### src/rtl/dp_sequencer.sv
// dp_sequencer: 16-word program store and FETCH/EXEC control FSM for the 8-bit RF/ALU datapath.
// Two cycles per instruction; `SEQ_WATCHDOG_EN` adds an EXEC-count watchdog that aborts with err.
module dp_sequencer #(
  parameter int PROG_DEPTH = 16,
  parameter int WDOG_LIMIT = 255
) (
  input  logic        clk,
  input  logic        rst,
  input  logic        start,
  output logic        busy,
  output logic        done,
  output logic        err,
  input  logic        prog_we,
  input  logic [3:0]  prog_addr,
  input  logic [15:0] prog_data,
  input  logic        lt,
  output logic        RF_Src_Mux_Sel,
  output logic [2:0]  r_addr_1,
  output logic [2:0]  r_addr_2,
  output logic [2:0]  wr_addr,
  output logic        wr_en,
  output logic [1:0]  opcode,
  output logic        outport_en
);

  typedef enum logic [1:0] {
    S_IDLE  = 2'd0,
    S_FETCH = 2'd1,
    S_EXEC  = 2'd2
  } state_t;

  localparam logic [2:0] C_ALU  = 3'b000;
  localparam logic [2:0] C_LDI1 = 3'b001;
  localparam logic [2:0] C_OUT  = 3'b010;
  localparam logic [2:0] C_BLT  = 3'b011;
  localparam logic [2:0] C_JMP  = 3'b100;
  localparam logic [2:0] C_HALT = 3'b101;

  localparam logic [7:0] WDOG_LIM8 = 8'(WDOG_LIMIT);

  state_t      state;
  logic [3:0]  pc;
  logic [15:0] ir;
  logic        done_q;
  logic        err_q;
  logic [15:0] store [PROG_DEPTH];

  logic [2:0] cls, rd, rs1, rs2;
  logic [3:0] target;
  logic [1:0] aluop;
  logic       taken;
  logic [3:0] pc_next;
  logic       wdog_trip;

  assign cls    = ir[15:13];
  assign rd     = ir[12:10];
  assign rs1    = ir[9:7];
  assign rs2    = ir[6:4];
  assign target = ir[3:0];
  assign aluop  = ir[1:0];

  assign taken   = (cls == C_JMP) || ((cls == C_BLT) && lt);
  assign pc_next = taken ? target : pc + 4'd1;

  assign busy = (state != S_IDLE);
  assign done = done_q;
  assign err  = err_q;

  // Store is loadable only while idle; it is deliberately not reset.
  always_ff @(posedge clk) begin
    if (prog_we && (state == S_IDLE)) begin
      store[prog_addr] <= prog_data;
    end
  end

`ifdef SEQ_WATCHDOG_EN
  logic [7:0] wdog_cnt;

  // Trips on the EXEC that brings the count up to the limit.
  assign wdog_trip = (wdog_cnt == (WDOG_LIM8 - 8'd1));

  always_ff @(posedge clk or negedge rst) begin
    if (!rst) begin
      wdog_cnt <= 8'd0;
    end else if ((state == S_IDLE) && start) begin
      wdog_cnt <= 8'd0;
    end else if (state == S_EXEC) begin
      wdog_cnt <= wdog_cnt + 8'd1;
    end
  end
`else
  logic unused_wdog;

  assign wdog_trip   = 1'b0;
  assign unused_wdog = &{1'b0, WDOG_LIM8};
`endif

  always_ff @(posedge clk or negedge rst) begin
    if (!rst) begin
      state  <= S_IDLE;
      pc     <= 4'd0;
      ir     <= 16'd0;
      done_q <= 1'b0;
      err_q  <= 1'b0;
    end else begin
      done_q <= 1'b0;
      err_q  <= 1'b0;
      case (state)
        S_IDLE: begin
          if (start) begin
            pc    <= 4'd0;
            state <= S_FETCH;
          end
        end
        S_FETCH: begin
          ir    <= store[pc];
          state <= S_EXEC;
        end
        S_EXEC: begin
          if (cls == C_HALT) begin
            done_q <= 1'b1;
            state  <= S_IDLE;
          end else if (wdog_trip) begin
            err_q <= 1'b1;
            state <= S_IDLE;
          end else begin
            pc    <= pc_next;
            state <= S_FETCH;
          end
        end
        default: state <= S_IDLE;
      endcase
    end
  end

  // Read ports follow rs1/rs2 for every class so lt is valid during a BLT EXEC.
  always_comb begin
    RF_Src_Mux_Sel = 1'b0;
    r_addr_1       = 3'd0;
    r_addr_2       = 3'd0;
    wr_addr        = 3'd0;
    wr_en          = 1'b0;
    opcode         = 2'b00;
    outport_en     = 1'b0;
    if (state == S_EXEC) begin
      r_addr_1 = rs1;
      r_addr_2 = rs2;
      case (cls)
        C_ALU: begin
          wr_en   = 1'b1;
          wr_addr = rd;
          opcode  = aluop;
        end
        C_LDI1: begin
          wr_en          = 1'b1;
          wr_addr        = rd;
          RF_Src_Mux_Sel = 1'b1;
        end
        C_OUT:   outport_en = 1'b1;
        default: ;
      endcase
    end
  end

endmodule

### config.mk
export PLATFORM = sky130hd
export DESIGN_NAME = dp_sequencer
export DESIGN_NICKNAME = d
export VERILOG_FILES = /design/src/rtl/dp_sequencer.sv
export SDC_FILE = /design/constraint.sdc
export NUM_CORES = 1
export LEC_CHECK = 0
export CAP_MARGIN = 30
export CORE_MARGIN = 8
export CORE_UTILIZATION = 41
export DETAILED_ROUTE_END_ITERATION = 6
export SYNTH_ARGS = -nofsm -noshare
export SYNTH_HDL_FRONTEND = slang
export SYNTH_SLANG_ARGS = --single-unit
### constraint.sdc
create_clock -name clk -period 4.95 [get_ports clk]
set_input_delay 0.99 -clock clk [delete_from_list [all_inputs] [get_ports clk]]
set_output_delay 0.99 -clock clk [all_outputs]
set_load 0.01 [all_outputs]
==> results.cfg, run 1 <==
[synthesis]
yosys.cell_types.count = 42
synth_edf_count = 256
yosysSeqAreaShare_pct = 75.1
ys_seq_elements = 279
syn_area_per_cell_sq_um = 18.4
synthCells = 599
syn_area_sq_mm = 0.0110
syn_nets = 625
yosys_warnings = 0
synth_flop_cell = edfxtp_1
async_reset_ff_share_pct = 8.24

[layout]
design_area_sq_mm = 0.0127
fin_cells = 1015
n_antenna_cell = 0
layout_common_cells = edfxtp_1, mux2i_1, clkdlybuf4s50_1, nor2_1, o22ai_1
final_common_cell = edfxtp_1
area_growth_pct = 14.9
final_nets = 678
drive_gt1_share_pct = 15.3

[route]
initialDrtViolationCount = 422
drc = 0
vias_per_cell = 5.44
ant_nets = 0
drt-pass1-iter-count = 4
finalWirelength_mm = 24.5
wl_per_cell_microns = 24.2
dr_total_vias = 5522

[cts]
post_cts_buffers = 0
cts.clk_slew.worst_paths_ns = 0.06
ctsResizeCount = 0
cts_buffers = 28
h-tree-depth = 1
clock_sinks = 279
ctsHoldBuffers = 0
clk_latency_ns = 0.53
cts_buffer_depth = 3
cts-root-buf = clkbuf_16
cts_tree = yes

[setup_path]
cp.arrival_ns = 2.62
cp.required_ns = 3.96
path_class = reg -> out
worstPathMaxFanout = 7
start_kind = register
setup.worst_path.end_class = primary output

[timing]
worst_pin_slew_ns = 0.951
final.min_clock_period_ns = 3.61
period_share_pct = 72.8
setup-violations-final = 0
max_freq_mhz = 277
slew_viol_final = 0
rsz0062_at_grt = false
postLayoutSetupSlackWorst_ns = 1.34
clock_skew_ns = 0.00866
whs_ns = 0.487
relSlewSlack_pct = 36.5
final.setup.tns_ns = 0
hold_viol = 0

[floorplan]
rows = 60
initial_utilization_pct = 41.3
core_sq_mm = 0.0267
die_area_sq_mm = 0.0323
die_h_microns = 180
pin_count = 42
die_w_microns = 180

[power]
p_per_area_mw_per_mm2 = 502
worst_ir_drop_vdd_mv = 0.223
leakage_nw = 4.06

[global_route]
grt-ovfl-total = 0
grt_pass1_wl_mm = 37.2
grt_max_degree = 51
grt_pass1_vias = 5873
antenna_found_initial = 0
track_usage_pct = 15.0

[place]
dp_slack_ns = 1.53
gp_congestion = 0.860
dp_hpwl_mm = 15.6
port_buffers = 40
dp_cells = 963
placed_area_sq_mm = 0.0117

[job]
maxCapViolations = 0

[run_status]
outcome = finished clean

[worst_hold_path]
hp-class = reg -> reg
registers in the layout, indices dropped and copies added, names as in the netlist:
| register | flops |
|---|---|
| done | 1 |
| ir | 16 |
| pc | 4 |
| state | 2 |
| store | 256 |
final timing paths:
| kind | depth (start not counted) | endpoint | slack (ns) | startpoint |
|---|---|---|---|---|
| max in group asynchronous | 2 | pc[0] | 3.83 | rst |
| worst min register to register | 2 | ir[10] | 0.49 | ir[10] |
| worst min-delay path | 2 | ir[10] | 0.49 | ir[10] |
| worst max-delay path | 4 | wr_addr[0] | 1.34 | state[0] |
| worst max register to register | 4 | ir[9] | 2.29 | state[1] |
| min in group asynchronous | 2 | pc[0] | 0.83 | rst |
cells in the mapped netlist, types with 2 or more instances:
master | number | share of area (%)
edfxtp_1 | 256 | 70
mux2i_1 | 68 | 6.2
nor2_1 | 39 | 1.3
o22ai_1 | 34 | 1.9
mux4_2 | 31 | 6.3
dfrtp_1 | 23 | 5.2
nand2_1 | 21 | 0.72
o21ai_1 | 16 | 0.73
o31ai_1 | 13 | 0.89
o21ai_0 | 11 | 0.50
and2_1 | 10 | 0.57
buf_2 | 9 | 0.41
nand2b_1 | 9 | 0.51
buf_6 | 6 | 0.61
buf_12 | 5 | 0.91
clkbuf_1 | 5 | 0.17
nor3_1 | 5 | 0.23
o41ai_1 | 5 | 0.40
clkbuf_2 | 3 | 0.14
inv_1 | 3 | 0.10
and3b_1 | 2 | 0.16
buf_4 | 2 | 0.14
buf_8 | 2 | 0.27
nor3_2 | 2 | 0.18
o2bb2ai_1 | 2 | 0.16
report_power, final:
part,internal (W),total (W),switching [W]
combinational,0.000564,0.00131,0.000742
sequential,0.00271,0.00290,0.000192
clock,0.00129,0.00215,0.000854
total,0.00456,0.00635,0.00179
metrics by stage:
step | utilization (%) | total power, W
2_1_floorplan | - | 0.00390
6_report | 47.5 | 0.00635
4_1_cts | 47.5 | 0.00641
5_1_grt | 47.5 | 0.00659
3_5_place_dp | 43.9 | 0.00427
3_3_place_gp | 43.9 | 0.00426
critical path: stages, from the launching register on:
cell	delay, ns
dfrtp_1	0.45
nand2b_1	0.22
nor3_2	0.57
and2_1	0.27
clkdlybuf4s50_1	0.56
layout make-up:
cell class              count  area [sq um]
inverters                   4          15.0
clock inverters            11           139
clock buffers              41           811
well taps                 341           427
flip-flops and latches    279          8270
repair buffers             55           526
fillers                  2194         14000
multi-input cells         284          2470
metal layers:
metal  share of wire [%]  GRT usage, %  wire length (microns)
met1                  42          19.1                  10300
met2                  52          26.8                  12700
met3                 4.7          1.98                   1160
met4                 1.6          3.70                    404
met5                   0             0                      0
logic make-up after synthesis:
kind of cell,Yosys count,synth area share [%]
AO/OA/AOI/OAI,82,4.68
adder cells (fa/ha/maj),1,0.114
buffers and inverters,36,2.78
flip-flops,279,75.1
multiplexers,100,12.8
other,1,0.0341
AND/OR/NAND/NOR,100,4.55
Note: power is estimated with default switching activity, not from simulation.
==> inputs of run 2 (changes only) <==
- clock period: 4.95 -> 3 ns (I/O delays scaled with it)
==> results.cfg, run 2 (synthesis gave the netlist of run 1 again) <==
[cts]
clock_sinks = 279
ctsHoldBuffers = 0
h-tree-depth = 1
cts-root-buf = clkbuf_16
cts_buffers = 28
cts_tree = yes
ctsResizeCount = 2
post_cts_buffers = 0
cts.clk_slew.worst_paths_ns = 0.06
clk_latency_ns = 0.53
cts_buffer_depth = 3

[global_route]
grt_pass1_vias = 5886
grt-ovfl-total = 0
grt_pass1_wl_mm = 37.0
track_usage_pct = 14.9
antenna_found_initial = 0
grt_max_degree = 36

[setup_path]
cp.required_ns = 2.40
cp.arrival_ns = 2.27
start_kind = register
setup.worst_path.end_class = primary output
path_class = reg -> out
worstPathMaxFanout = 6

[timing]
hold_viol = 0
clock_skew_ns = 0.0124
period_share_pct = 95.8
max_freq_mhz = 348
worst_pin_slew_ns = 0.766
rsz0062_at_grt = false
relSlewSlack_pct = 48.3
final.min_clock_period_ns = 2.87
final.setup.tns_ns = 0
slew_viol_final = 0
setup-violations-final = 0

[layout]
design_area_sq_mm = 0.0128
final_common_cell = edfxtp_1
reg_top3 = store x256, ir x16, pc x4
area_growth_pct = 16.6
final_nets = 696
largest-register = store
layout_common_cells = edfxtp_1, mux2i_1, clkdlybuf4s50_1, nor2_1, o22ai_1
n_antenna_cell = 0
drive_gt1_share_pct = 18.1
largest_reg_flops = 256

[run_status]
outcome = finished clean

[place]
dp_hpwl_mm = 16.2
placed_area_sq_mm = 0.0118
port_buffers = 40
gp_congestion = 0.815

[route]
finalWirelength_mm = 24.6
wl_per_cell_microns = 23.9
vias_per_cell = 5.54
drc = 0
dr_total_vias = 5716
drt-pass1-iter-count = 5
initialDrtViolationCount = 481
ant_nets = 0

[floorplan]
core_sq_mm = 0.0267
die_w_microns = 180
rows = 60
die_area_sq_mm = 0.0323
initial_utilization_pct = 41.3
die_h_microns = 180
pin_count = 42

[job]
maxCapViolations = 0

[power]
p_per_area_mw_per_mm2 = 834
leakage_nw = 4.17
worst_ir_drop_vdd_mv = 0.306

[worst_hold_path]
hp-class = in -> async
## run 2: power by group
part | leakage, nW | internal, W | switching, W | total, W
clock network | 0.474 | 0.00224 | 0.00139 | 0.00362
registers | 2.59 | 0.00447 | 0.000224 | 0.00469
logic | 1.10 | 0.00100 | 0.00138 | 0.00238
## run 2: metal layers
layer  up-vias  wire (microns)  track usage [%]
met2       165           12400             25.7
li1       2523               -                -
met3        43            1410             2.62
met5         -               0                0
met4         0             505             4.20
met1      2985           10300             19.2
## run 2: worst paths after layout
path	startpoint	endpoint	slack, ns	cells after the start
worst min-delay path	rst	ir[11]	0.44	2
max in group asynchronous	rst	pc[0]	2.26	2
worst max-delay path	state[0]	opcode[1]	0.13	5
min in group clk	ir[10]	ir[10]	0.47	2
worst max register to register	pc[0]	ir[6]	0.71	4
worst min register to register	ir[10]	ir[10]	0.47	2
## run 2: critical path, stage by stage, from the launching register on
cell,delay (ns)
dfrtp_2,0.45
nand2b_2,0.23
nor3_4,0.18
buf_4,0.18
and3b_1,0.15
clkdlybuf4s50_1,0.53
## run 2: cell type report
type	count	area [sq um]
clock buffer	36	772
clock inverter	14	199
fill	2171	13800
inverter	4	15.0
multi-input combinational	284	2480
sequential	279	8270
tap	341	427
timing repair buffer	73	672
## run 2: metrics by stage
| stage | instances | hold WS (ns) | setup slack (ns) | util (%) | total power, W |
|---|---|---|---|---|---|
| final | 1031 | 0.443 | 0.127 | 48.1 | 0.0107 |
| after global placement | 981 | 0.465 | 0.342 | 44.5 | 0.00711 |
| after global routing | 1031 | 0.471 | 0.00634 | 48.1 | 0.0111 |
| after floorplan | 599 | 0.304 | 0.131 | - | 0.00644 |
| after CTS | 1031 | 0.450 | 0.0757 | 48.1 | 0.0108 |
| after detailed placement | 981 | 0.467 | 0.351 | 44.5 | 0.00714 |
==> inputs of run 3 (changes only) <==
- CORE_UTILIZATION: 41 -> 65
- PLACE_DENSITY: unset -> 0.84
- clock period: 3 -> 3.7 ns (I/O delays scaled with it)
==> results.cfg, run 3 (synthesis gave the netlist of run 1 again) <==
[power]
worst_ir_drop_vdd_mv = 0.607
p_per_area_mw_per_mm2 = 684
leakage_nw = 4.10
power_w = 0.00858

[place]
dp_hpwl_mm = 16.0
port_buffers = 40
placed_area_sq_mm = 0.0116
gp_congestion = 0.921
dp_slack_ns = 0.863

[setup_path]
path_class = reg -> out
cp.required_ns = 2.96
start_kind = register
cp.arrival_ns = 2.62
reg2reg_depth = 4
cpPeakStageDelay_ns = 0.57
r2r_end = ir[2]
startpoint = state[0]
critPathSlowestCell = nor3_2
r2r-start = pc[1]
endpoint = wr_addr[0]
cp_cell_sequence = nand2b_1 > nor3_2 > and2_1 > clkdlybuf4s50_1
worstPathMaxFanout = 7
setup.worst_path.end_class = primary output
r2r_slack_ns = 0.97

[cts]
cts-root-buf = clkbuf_16
cts_buffer_depth = 3
cts.clk_slew.worst_paths_ns = 0.06
clk_latency_ns = 0.54
cts_tree = yes
ctsHoldBuffers = 0
ctsResizeCount = 0
h-tree-depth = 1
post_cts_buffers = 0
clock_sinks = 279
cts_buffers = 28

[route]
initialDrtViolationCount = 1007
finalWirelength_mm = 27.3
drt-pass1-iter-count = 5
ant_nets = 0
drc = 0
vias_per_cell = 6.88
dr_total_vias = 6202
wl_per_cell_microns = 30.3

[run_status]
outcome = finished clean

[timing]
postLayoutSetupSlackWorst_ns = 0.342
max_freq_mhz = 298
clock_skew_ns = 0.0153
rsz0062_at_grt = false
final.setup.tns_ns = 0
relSlewSlack_pct = 39.8
period_share_pct = 90.8
whs_ns = 0.499
hold_viol = 0
final.min_clock_period_ns = 3.36
slew_viol_final = 0
setup-violations-final = 0
worst_pin_slew_ns = 0.903

[global_route]
grt_pass1_wl_mm = 40.3
grt_pass1_vias = 6176
grt-ovfl-total = 0
antenna_found_initial = 0
grt_max_degree = 58
track_usage_pct = 25.4

[layout]
final_common_cell = edfxtp_1
drive_gt1_share_pct = 16.0
final_nets = 685
n_antenna_cell = 0
layout_common_cells = edfxtp_1, mux2i_1, clkdlybuf4s50_1, nor2_1, o22ai_1
largest_reg_flops = 256
design_area_sq_mm = 0.0125
area_growth_pct = 13.9
largest-register = store
reg_top3 = store x256, ir x16, pc x4

[floorplan]
initial_utilization_pct = 66.4
rows = 47
pin_count = 42
die_area_sq_mm = 0.0214
die_w_microns = 146
core_sq_mm = 0.0166
die_h_microns = 146

[worst_hold_path]
hp-class = reg -> reg

[job]
maxCapViolations = 0
==> run 3: changes by cell type in the layout (fill, tap and decap cells not counted), sizes merged <==
cell	before	now
clkdlybuf4s50	39	40
clkinv	8	13
dlygate4sd2	1	0
buf	33	22
bufinv	5	3
clkinvlp	2	1
==> run 3: routing by layer <==
layer,GRT usage [%],part of all wire (%),vias up
met2,40.5,48,494
met3,6.00,12,86
met4,10.7,4.4,0
met5,0,0,-
met1,33.3,36,3108
li1,-,-,2514
==> run 3: cell type report <==
cell class,instances,area [sq um]
Clock buffer,36,772
Clock inverter,16,155
Fill cell,865,4040
Inverter,4,15.0
Multi-Input combinational cell,284,2460
Sequential cell,279,8270
Tap cell,220,275
Timing Repair Buffer,62,598
==> run 3: worst min-delay path by stage <==
stage          start     to  slack, ns  cells past startpoint
2_1_floorplan    rst   done       0.44                      0
3_3_place_gp   ir[5]  ir[5]       0.46                      2
3_5_place_dp   ir[6]  ir[6]       0.47                      2
4_1_cts        ir[2]  ir[2]       0.50                      2
5_1_grt          rst  ir[3]       0.54                      1
6_report       ir[2]  ir[2]       0.50                      2
==> run 3: worst max-delay path, delay by kind of cell, from the launching register on <==
| family | cells | cell delay, ns |
|---|---|---|
| simple gates | 3 | 1.07 |
| buf+inv | 1 | 0.57 |
| flops | 1 | 0.45 |
==> run 3: metrics by stage <==
step           utilization [%]  std cells
6_report                  75.6        901
5_1_grt                   75.6        901
4_1_cts                   75.6        901
3_5_place_dp              70.0        849
3_3_place_gp              69.9        848
2_1_floorplan                -        599
==> run 3: report_power, final <==
part           total [W]  switching [W]  internal [W]  leakage (nW)
clock            0.00281        0.00114       0.00168         0.462
combinational    0.00191        0.00114      0.000772          1.04
sequential       0.00386       0.000235       0.00362          2.59
